<file path="src/rtl/video_timing_pkg.sv">
// Shared raster timing types, presets and helpers for video_timing_gen.
// A timing tuple describes one axis: active, front porch, sync, back porch.
package video_timing_pkg;

  typedef struct packed {
    int active;
    int fp;
    int sync;
    int bp;
  } timing_t;

  localparam timing_t VGA640_H = '{active: 32'sd640, fp: 32'sd16, sync: 32'sd96, bp: 32'sd48};
  localparam timing_t VGA640_V = '{active: 32'sd480, fp: 32'sd10, sync: 32'sd2,  bp: 32'sd33};
  localparam timing_t LOW15K_H = '{active: 32'sd320, fp: 32'sd20, sync: 32'sd30, bp: 32'sd40};
  localparam timing_t LOW15K_V = '{active: 32'sd240, fp: 32'sd3,  sync: 32'sd3,  bp: 32'sd16};

  function automatic int timing_total(input timing_t t);
    return t.active + t.fp + t.sync + t.bp;
  endfunction

  function automatic bit timing_valid(input timing_t t);
    return (t.active > 32'sd0) && (t.fp > 32'sd0) && (t.sync > 32'sd0) && (t.bp > 32'sd0);
  endfunction

endpackage

</file>
<file path="src/rtl/video_timing_axis.sv">
// One raster axis: wrapping position counter with registered blank/sync decode.
// Flags are decoded from the next count so they load on the same edge as the count.
module video_timing_axis
  import video_timing_pkg::*;
#(
  parameter int ACTIVE = 640,
  parameter int FP     = 16,
  parameter int SYNC   = 96,
  parameter int BP     = 48,
  parameter bit POL    = 1'b0,
  parameter int CW     = $clog2(ACTIVE + FP + SYNC + BP)
) (
  input  logic          clk,
  input  logic          reset,
  input  logic          step,
  output logic [CW-1:0] count,
  output logic          blank,
  output logic          sync,
  output logic          wrap,
  output logic          blank_next
);

  localparam timing_t T     = '{active: ACTIVE, fp: FP, sync: SYNC, bp: BP};
  localparam int      TOTAL = timing_total(T);

  localparam logic [CW-1:0] LAST        = CW'(TOTAL - 1);
  localparam logic [CW-1:0] BLANK_START = CW'(ACTIVE);
  localparam logic [CW-1:0] SYNC_START  = CW'(ACTIVE + FP);
  localparam logic [CW-1:0] SYNC_END    = CW'(ACTIVE + FP + SYNC);

  if (!timing_valid(T)) begin : g_param_check
    $error("video_timing_axis: active, porch and sync widths must all be non-zero");
  end

  logic [CW-1:0] count_r;
  logic [CW-1:0] count_next_s;
  logic          blank_r;
  logic          sync_r;
  logic          blank_next_s;
  logic          sync_next_s;
  logic          wrap_s;

  assign wrap_s = (count_r == LAST);

  // Next position and its decode
  always_comb begin
    count_next_s = count_r;
    if (step) begin
      if (wrap_s) begin
        count_next_s = '0;
      end else begin
        count_next_s = count_r + CW'(1'b1);
      end
    end else begin
      count_next_s = count_r;
    end
    blank_next_s = (count_next_s >= BLANK_START);
    if ((count_next_s >= SYNC_START) && (count_next_s < SYNC_END)) begin
      sync_next_s = POL;
    end else begin
      sync_next_s = ~POL;
    end
  end

  // Count and flags load together so they always describe the same position
  always_ff @(posedge clk) begin
    if (reset) begin
      count_r <= '0;
      blank_r <= 1'b0;
      sync_r  <= ~POL;
    end else begin
      count_r <= count_next_s;
      blank_r <= blank_next_s;
      sync_r  <= sync_next_s;
    end
  end

  assign count      = count_r;
  assign blank      = blank_r;
  assign sync       = sync_r;
  assign wrap       = wrap_s;
  assign blank_next = blank_next_s;

endmodule

</file>
<file path="src/rtl/video_timing_gen.sv">
// Programmable raster timing generator: pixel/line counters, sync/blank flags,
// data-enable, line/frame strobes and a frame counter, all registered and aligned.
module video_timing_gen
  import video_timing_pkg::*;
#(
  parameter int H_ACTIVE = 640,
  parameter int H_FP     = 16,
  parameter int H_SYNC   = 96,
  parameter int H_BP     = 48,
  parameter int V_ACTIVE = 480,
  parameter int V_FP     = 10,
  parameter int V_SYNC   = 2,
  parameter int V_BP     = 33,
  parameter bit HS_POL   = 1'b0,
  parameter bit VS_POL   = 1'b0,
  localparam int H_TOTAL = H_ACTIVE + H_FP + H_SYNC + H_BP,
  localparam int V_TOTAL = V_ACTIVE + V_FP + V_SYNC + V_BP,
  localparam int HCW     = $clog2(H_TOTAL),
  localparam int VCW     = $clog2(V_TOTAL)
) (
  input  logic           clk,
  input  logic           reset,
  input  logic           ce_pix,
  output logic [HCW-1:0] hcount,
  output logic [VCW-1:0] vcount,
  output logic           hblank,
  output logic           vblank,
  output logic           hsync,
  output logic           vsync,
  output logic           de,
  output logic           line_start,
  output logic           frame_start,
  output logic [7:0]     frame_cnt
);

  logic h_wrap_s;
  logic v_wrap_s;
  logic v_step_s;
  logic h_blank_next_s;
  logic v_blank_next_s;
  logic line_start_r;
  logic frame_start_r;
  logic de_r;
  logic [7:0] frame_cnt_r;

  assign v_step_s = ce_pix & h_wrap_s;

  video_timing_axis #(
    .ACTIVE(H_ACTIVE), .FP(H_FP), .SYNC(H_SYNC), .BP(H_BP), .POL(HS_POL), .CW(HCW)
  ) u_h_axis (
    .clk        (clk),
    .reset      (reset),
    .step       (ce_pix),
    .count      (hcount),
    .blank      (hblank),
    .sync       (hsync),
    .wrap       (h_wrap_s),
    .blank_next (h_blank_next_s)
  );

  video_timing_axis #(
    .ACTIVE(V_ACTIVE), .FP(V_FP), .SYNC(V_SYNC), .BP(V_BP), .POL(VS_POL), .CW(VCW)
  ) u_v_axis (
    .clk        (clk),
    .reset      (reset),
    .step       (v_step_s),
    .count      (vcount),
    .blank      (vblank),
    .sync       (vsync),
    .wrap       (v_wrap_s),
    .blank_next (v_blank_next_s)
  );

  // Strobes fire on the wrapping edge; a reset jump to (0,0) emits none
  always_ff @(posedge clk) begin
    if (reset) begin
      line_start_r  <= 1'b0;
      frame_start_r <= 1'b0;
      frame_cnt_r   <= 8'd0;
      de_r          <= 1'b1;
    end else begin
      line_start_r  <= ce_pix & h_wrap_s;
      frame_start_r <= ce_pix & h_wrap_s & v_wrap_s;
      if (ce_pix & h_wrap_s & v_wrap_s) begin
        frame_cnt_r <= frame_cnt_r + 8'd1;
      end else begin
        frame_cnt_r <= frame_cnt_r;
      end
      de_r <= ~h_blank_next_s & ~v_blank_next_s;
    end
  end

  assign line_start  = line_start_r;
  assign frame_start = frame_start_r;
  assign frame_cnt   = frame_cnt_r;
  assign de          = de_r;

endmodule

</file>
<file path="config.mk">
export PLATFORM = sky130hd
export DESIGN_NAME = video_timing_gen
export DESIGN_NICKNAME = d
export VERILOG_FILES = /design/src/rtl/video_timing_pkg.sv /design/src/rtl/video_timing_axis.sv /design/src/rtl/video_timing_gen.sv
export SDC_FILE = /design/constraint.sdc
export NUM_CORES = 1
export LEC_CHECK = 0
export ABC_AREA = 1
export ABC_CLOCK_PERIOD_IN_PS = 5030
export BUFFER_PORTS_ARGS = -buffer_cell sky130_fd_sc_hd__buf_2
export CAP_MARGIN = 40
export CORE_MARGIN = 3
export CORE_UTILIZATION = 30
export DETAILED_ROUTE_END_ITERATION = 7
export GPL_TIMING_DRIVEN = 0
export PLACE_DENSITY = 0.56
export SYNTH_ARGS = -nofsm -noshare
export SYNTH_HDL_FRONTEND = slang
export SYNTH_SLANG_ARGS = --single-unit
</file>
<file path="constraint.sdc">
create_clock -name clk -period 5.03 [get_ports clk]
set_input_delay 0.2515 -clock clk [delete_from_list [all_inputs] [get_ports clk]]
set_output_delay 0.2515 -clock clk [all_outputs]
set_load 0.1 [all_outputs]
</file>
# After elaboration in Yosys (flattened, before gate mapping)
# Index checks and enable logic that the tools add are counted.
totals:
  output_inout_bits: 35
  register_bits: 35
  in_bits: 3
  elab_cells: 34
classes:
  mux: 6
  bitwise_logic: 5
  magnitude_cmp: 6
  eq_ne: 2
  reduce_logical: 2
  add_sub_neg: 3
ops:
  columns: ["cell", "count"]
  rows:
  - ["$mux W10", 4]
  - ["$add A10 B1 Y10 const B", 2]
  - ["$eq A10 B10 Y1 const B", 2]
  - ["$ge A10 B10 Y1 const B", 2]
  - ["$ge A10 B9 Y1 const B", 2]
  - ["$lt A10 B10 Y1 const B", 1]
  - ["$lt A10 B9 Y1 const B", 1]
  - ["$add A8 B1 Y8 const B", 1]
  - ["$and A1 B1 Y1", 3]
  - ["$logic_and A1 B1 Y1", 2]
  - ["$mux W1", 2]
  - ["$not A1 Y1", 2]

# Logic depth before layout (Yosys ltp)
logic_depth:
  depth_word: 6
  ltp_mapped: 12
  depth_no_buf: 12

# Cells and area by module
# Synthesis repeated with hierarchy kept, for this count alone.
unflattened:
  cells_unflattened: 278
  area_unflattened_um2: 1885.6
modules_own_cells:
  columns: ["mod", "n_inst", "cells_each", "seq_area_each_um2", "area_each_um2"]
  rows:
  - ["video_timing_axis at u_v_axis", 1, 112, 240.2, 740.7]
  - ["video_timing_axis at u_h_axis", 1, 105, 240.2, 669.4]
  - ["video_timing_gen", 1, 61, 220.2, 475.5]

# Worst setup path before layout
# No wires, ideal clock.
synth_timing:
  kind: "register -> register"
  from: "reg u_h_axis.count_r[1] (netlist: u_h_axis.count[1])"
  to: "reg u_v_axis.sync_r (netlist: u_v_axis.sync)"
  path_stages_with_launch: 12
  path_slack_ns: 2.553
  required_ns: 4.905
  arrival_time_ns: 2.352
  period_less_slack_ns: 2.477
  n_path_buf: 1
  setup_ns: 0.125
  cell_sequence: "dfxtp_1 ha_1 nand2_1 nor2_4 nand3_2 nor2_4 buf_6 o21ai_1 o21ai_0 nor2_1 nor2_1 nand3_1"
synth_between:
  elab_chain_cells: 6
synth_rtl:
  columns: ["element", "line_no", "source"]
  rows:
  - ["from (decl)", "video_timing_axis.sv:35", "logic [CW-1:0] count_r;"]
  - ["from (signal assigned)", "video_timing_axis.sv:72", "count_r <= count_next_s;"]
  - ["$eq A10 B10 Y1 (*)", "video_timing_axis.sv:43", "assign wrap_s = (count_r == LAST);"]
  - ["$and A1 B1 Y1 (*)", "video_timing_gen.sv:46", "assign v_step_s = ce_pix & h_wrap_s;"]
  - ["$mux W10 (*)", "video_timing_axis.sv:48", "if (step) begin"]
  - ["$ge A10 B9 Y1 / $lt A10 B9 Y1 (equally long branches)", "video_timing_axis.sv:58", "if ((count_next_s >= SYNC_START) && (count_next_s < SYNC_END)) begin"]
  - ["$logic_and A1 B1 Y1 (*)", "video_timing_axis.sv:58", null]
  - ["$mux W1 (*)", "video_timing_axis.sv:58", null]
  - ["to (signal assigned)", "video_timing_axis.sv:70", "sync_r <= ~POL;"]
  - ["to (signal assigned)", "video_timing_axis.sv:74", "sync_r <= sync_next_s;"]
  - ["to (decl)", "video_timing_axis.sv:38", "logic sync_r;"]
# Every way passes the cells marked *; elsewhere a longest branch is shown, timed or not.
# A chain may end at the register's enable or synchronous reset.

# Final worst setup path
# Same ends and word-level chain as after synthesis.

==> flow_summary.toml <==
[route]
drt_iter0_drc = 132
finalWirelength_um = 4850
wl_per_cell_um = 11.9
viasPerCell = 4.65
ant_nets = 0
first_pass_iters = 4
drc = 0
vias = 1889

[worst_setup_path]
reg2reg_from = "u_h_axis.count[1]"
cp_max_fo = 10
start_kind = "flip-flop"
r2r_setup_slack_ns = 3.07
r2r_cells = 11
crit_arrival_ns = 2.13
path_class = "reg2reg"
rr_endpoint = "u_v_axis.sync"
cp.required_ns = 5.21
end_kind = "flip-flop"

[global_routing]
grt_max_degree = 12
grt_pass1_vias = 1673
grt_pass1_wl_um = 8010
antenna_found_initial = 0
track_usage_pct = 13.7
grt-ovfl-total = 0

[power_and_ir_drop]
swShare_pct = 22.3
leakage_nw = 1.04
pwr-share-clk_pct = 46.8
p_int_uw = 443
seqPwrFrac_pct = 49.0
p_total_uw = 570
p_sw_uw = 127
combPwrFrac_pct = 4.2
ir_drop_v = 0.000120
powerDensity_nw_per_um2 = 244

[clock_network]
cts_made_buffers = 5
cts_tree = "done"
cts_buffer_depth = 2
cts-root-buf = "clkbuf_8"
clk_pin_slew_worst_paths_ns = 0.07
ctsResizeCount = 0
cts_htree_levels = 2
cts-hold-fix-buffers = 0
insertion_delay_ns = 0.29
clock-sinks = 35
cts_setup_buffers = 0

[yosys]
synth_nets = 294
syn_area_um2 = 1940
synthCells = 287
yosys.area.top_type = "dfxtp_1"
post_synth_num_cell_types = 30
synth_edf_count = 0
ys_async_sr_fraction_pct = 0
synth_seq_cells = 35
yosys_warnings = 0
synth.yosys.seq_area_share_pct = 36.1
synthTopCellsByCount = "65 x nand2_1, 46 x nor2_1, 38 x inv_1"
synthFlopType = "dfxtp_1"
synthTopCellsByArea = "dfxtp_1 36%, nand2_1 13%, nor2_1 8.9%, inv_1 7.3%, nand3_1 4.6%"
synth_top_area_share_pct = 36.1
synth_most_common_cell = "nand2_1"
synth.avg_cell_area_um2 = 6.77

[timing]
rsz0062_at_grt = "false"
finalCriticalPeriod_ns = 1.96
drv_slew = 0
fin_crit_sh_pct = 38.9
fin_worst_hold_slack_ns = 0.249
slew_headroom_pct = 63.0
setup_tns_ns = 0
setup_viol = 0
clock_skew_ns = 0.00231
worst_slew_pin_slew_ns = 0.555
fmax_ghz = 0.511
hold_violations = 0

[floorplan]
ios = 38
fp.dieArea_um2 = 7480
die_width_um = 86.5
core_um2 = 6100
initial_utilization_pct = 31.9
num_rows = 28
fp.dieH_um = 86.5

[final_layout]
syn2layout_area_growth_pct = 20.2
fillers = 697
area.sequential_um2 = 701
drive_gt1_share_pct = 20.8
antenna-diode-count = 0
multi_input_area_um2 = 1050
finalNetCount = 337

[job]
maxCapViolCount = 0

[hold_path]
worstHoldPathCells = 2
min_delay_worst_endpoint = "line_start"
hold_path_class = "in2reg"
hold_start = "reset"

[placed_design]
portBuffers = 36
dpl.hpwl_um = 3760
finalWeightedCongestion = 0.849

[outcome]
status = "finished clean"
## worst max-delay path: stages (launching register included)
cell,delay (ns)
dfxtp_1,0.38
ha_1,0.25
nand2_1,0.11
nor2_4,0.16
nand4_4,0.23
buf_6,0.22
nand2_2,0.05
nand2_1,0.06
inv_1,0.05
nand3_1,0.09
nor2_1,0.15
nand3_1,0.09
## per-layer routing
metal | track usage, % | share of wire, % | vias up
met2 | 21.1 | 45 | 42
met3 | 3.42 | 6.0 | 6
met5 | 0 | 0 | -
met4 | 3.82 | 1.2 | 0
li1 | - | - | 994
met1 | 19.0 | 48 | 847
## placed cells by master, fill, tap and decap left out, types with 10 or more instances in the layout
cell	count
inv_1	38
nor3_1	11
a21oi_1	12
nand4_1	10
buf_2	36
nand3_1	18
nand2_1	65
nor2_1	46
dfxtp_1	35
## registers in the layout (all words and copies together), names as in the netlist
register / flops
u_h_axis.sync: 1
frame_cnt: 8
u_h_axis.blank: 1
frame_start: 1
u_v_axis.sync: 1
u_v_axis.blank: 1
de: 1
u_v_axis.count: 10
u_h_axis.count: 10
line_start: 1
## through the flow
stage | util (%) | std cells | setup WS, ns | area, µm²
final | 38.3 | 406 | 3.07 | 2330
after global placement | 36.4 | 398 | 3.09 | 2220
after floorplan | - | 287 | 2.55 | 1940
after global routing | 38.3 | 406 | 2.83 | 2330
after CTS | 38.3 | 406 | 3.07 | 2330
after detailed placement | 36.4 | 398 | 3.09 | 2220
## power groups by stage
stage / Sequential [mW] / Combinational (mW) / Clock, mW
final: 0.280 / 0.0239 / 0.267
after global routing: 0.280 / 0.0258 / 0.287
after CTS: 0.280 / 0.0242 / 0.270
after detailed placement: 0.286 / 0.0241 / 0
after global placement: 0.286 / 0.0238 / 0
after floorplan: 0.296 / 0.00856 / 0
## worst max path at each step
stage	endpoint	start
after floorplan	u_v_axis.sync	u_h_axis.count[1]
after global placement	u_v_axis.sync	u_h_axis.count[0]
after detailed placement	u_v_axis.sync	u_h_axis.count[0]
after CTS	u_v_axis.sync	u_h_axis.count[1]
after global routing	u_v_axis.sync	u_h_axis.count[1]
final	u_v_axis.sync	u_h_axis.count[1]
## layout make-up
cell class                 count  area share, %
multi-input combinational    206           45.0
sequential                    35           30.0
timing repair buffer          36           7.72
inverter                      41           6.59
tap                           75           4.02
clock buffer                   6           3.54
buffer                         5           1.61
clock inverter                 2           1.50
## cell families (layout without fill, tap and decap cells)
group / after synthesis / count (layout) / synth area share (%)
adder cells (fa/ha/maj): 4 / 4 / 2.58
XOR/XNOR: 6 / 6 / 2.70
flip-flops: 35 / 35 / 36.1
buffers and inverters: 46 / 90 / 9.85
AND/OR/NAND/NOR: 172 / 172 / 41.9
AO/OA/AOI/OAI: 24 / 24 / 6.89
Note: power is estimated with default switching activity, not from simulation.
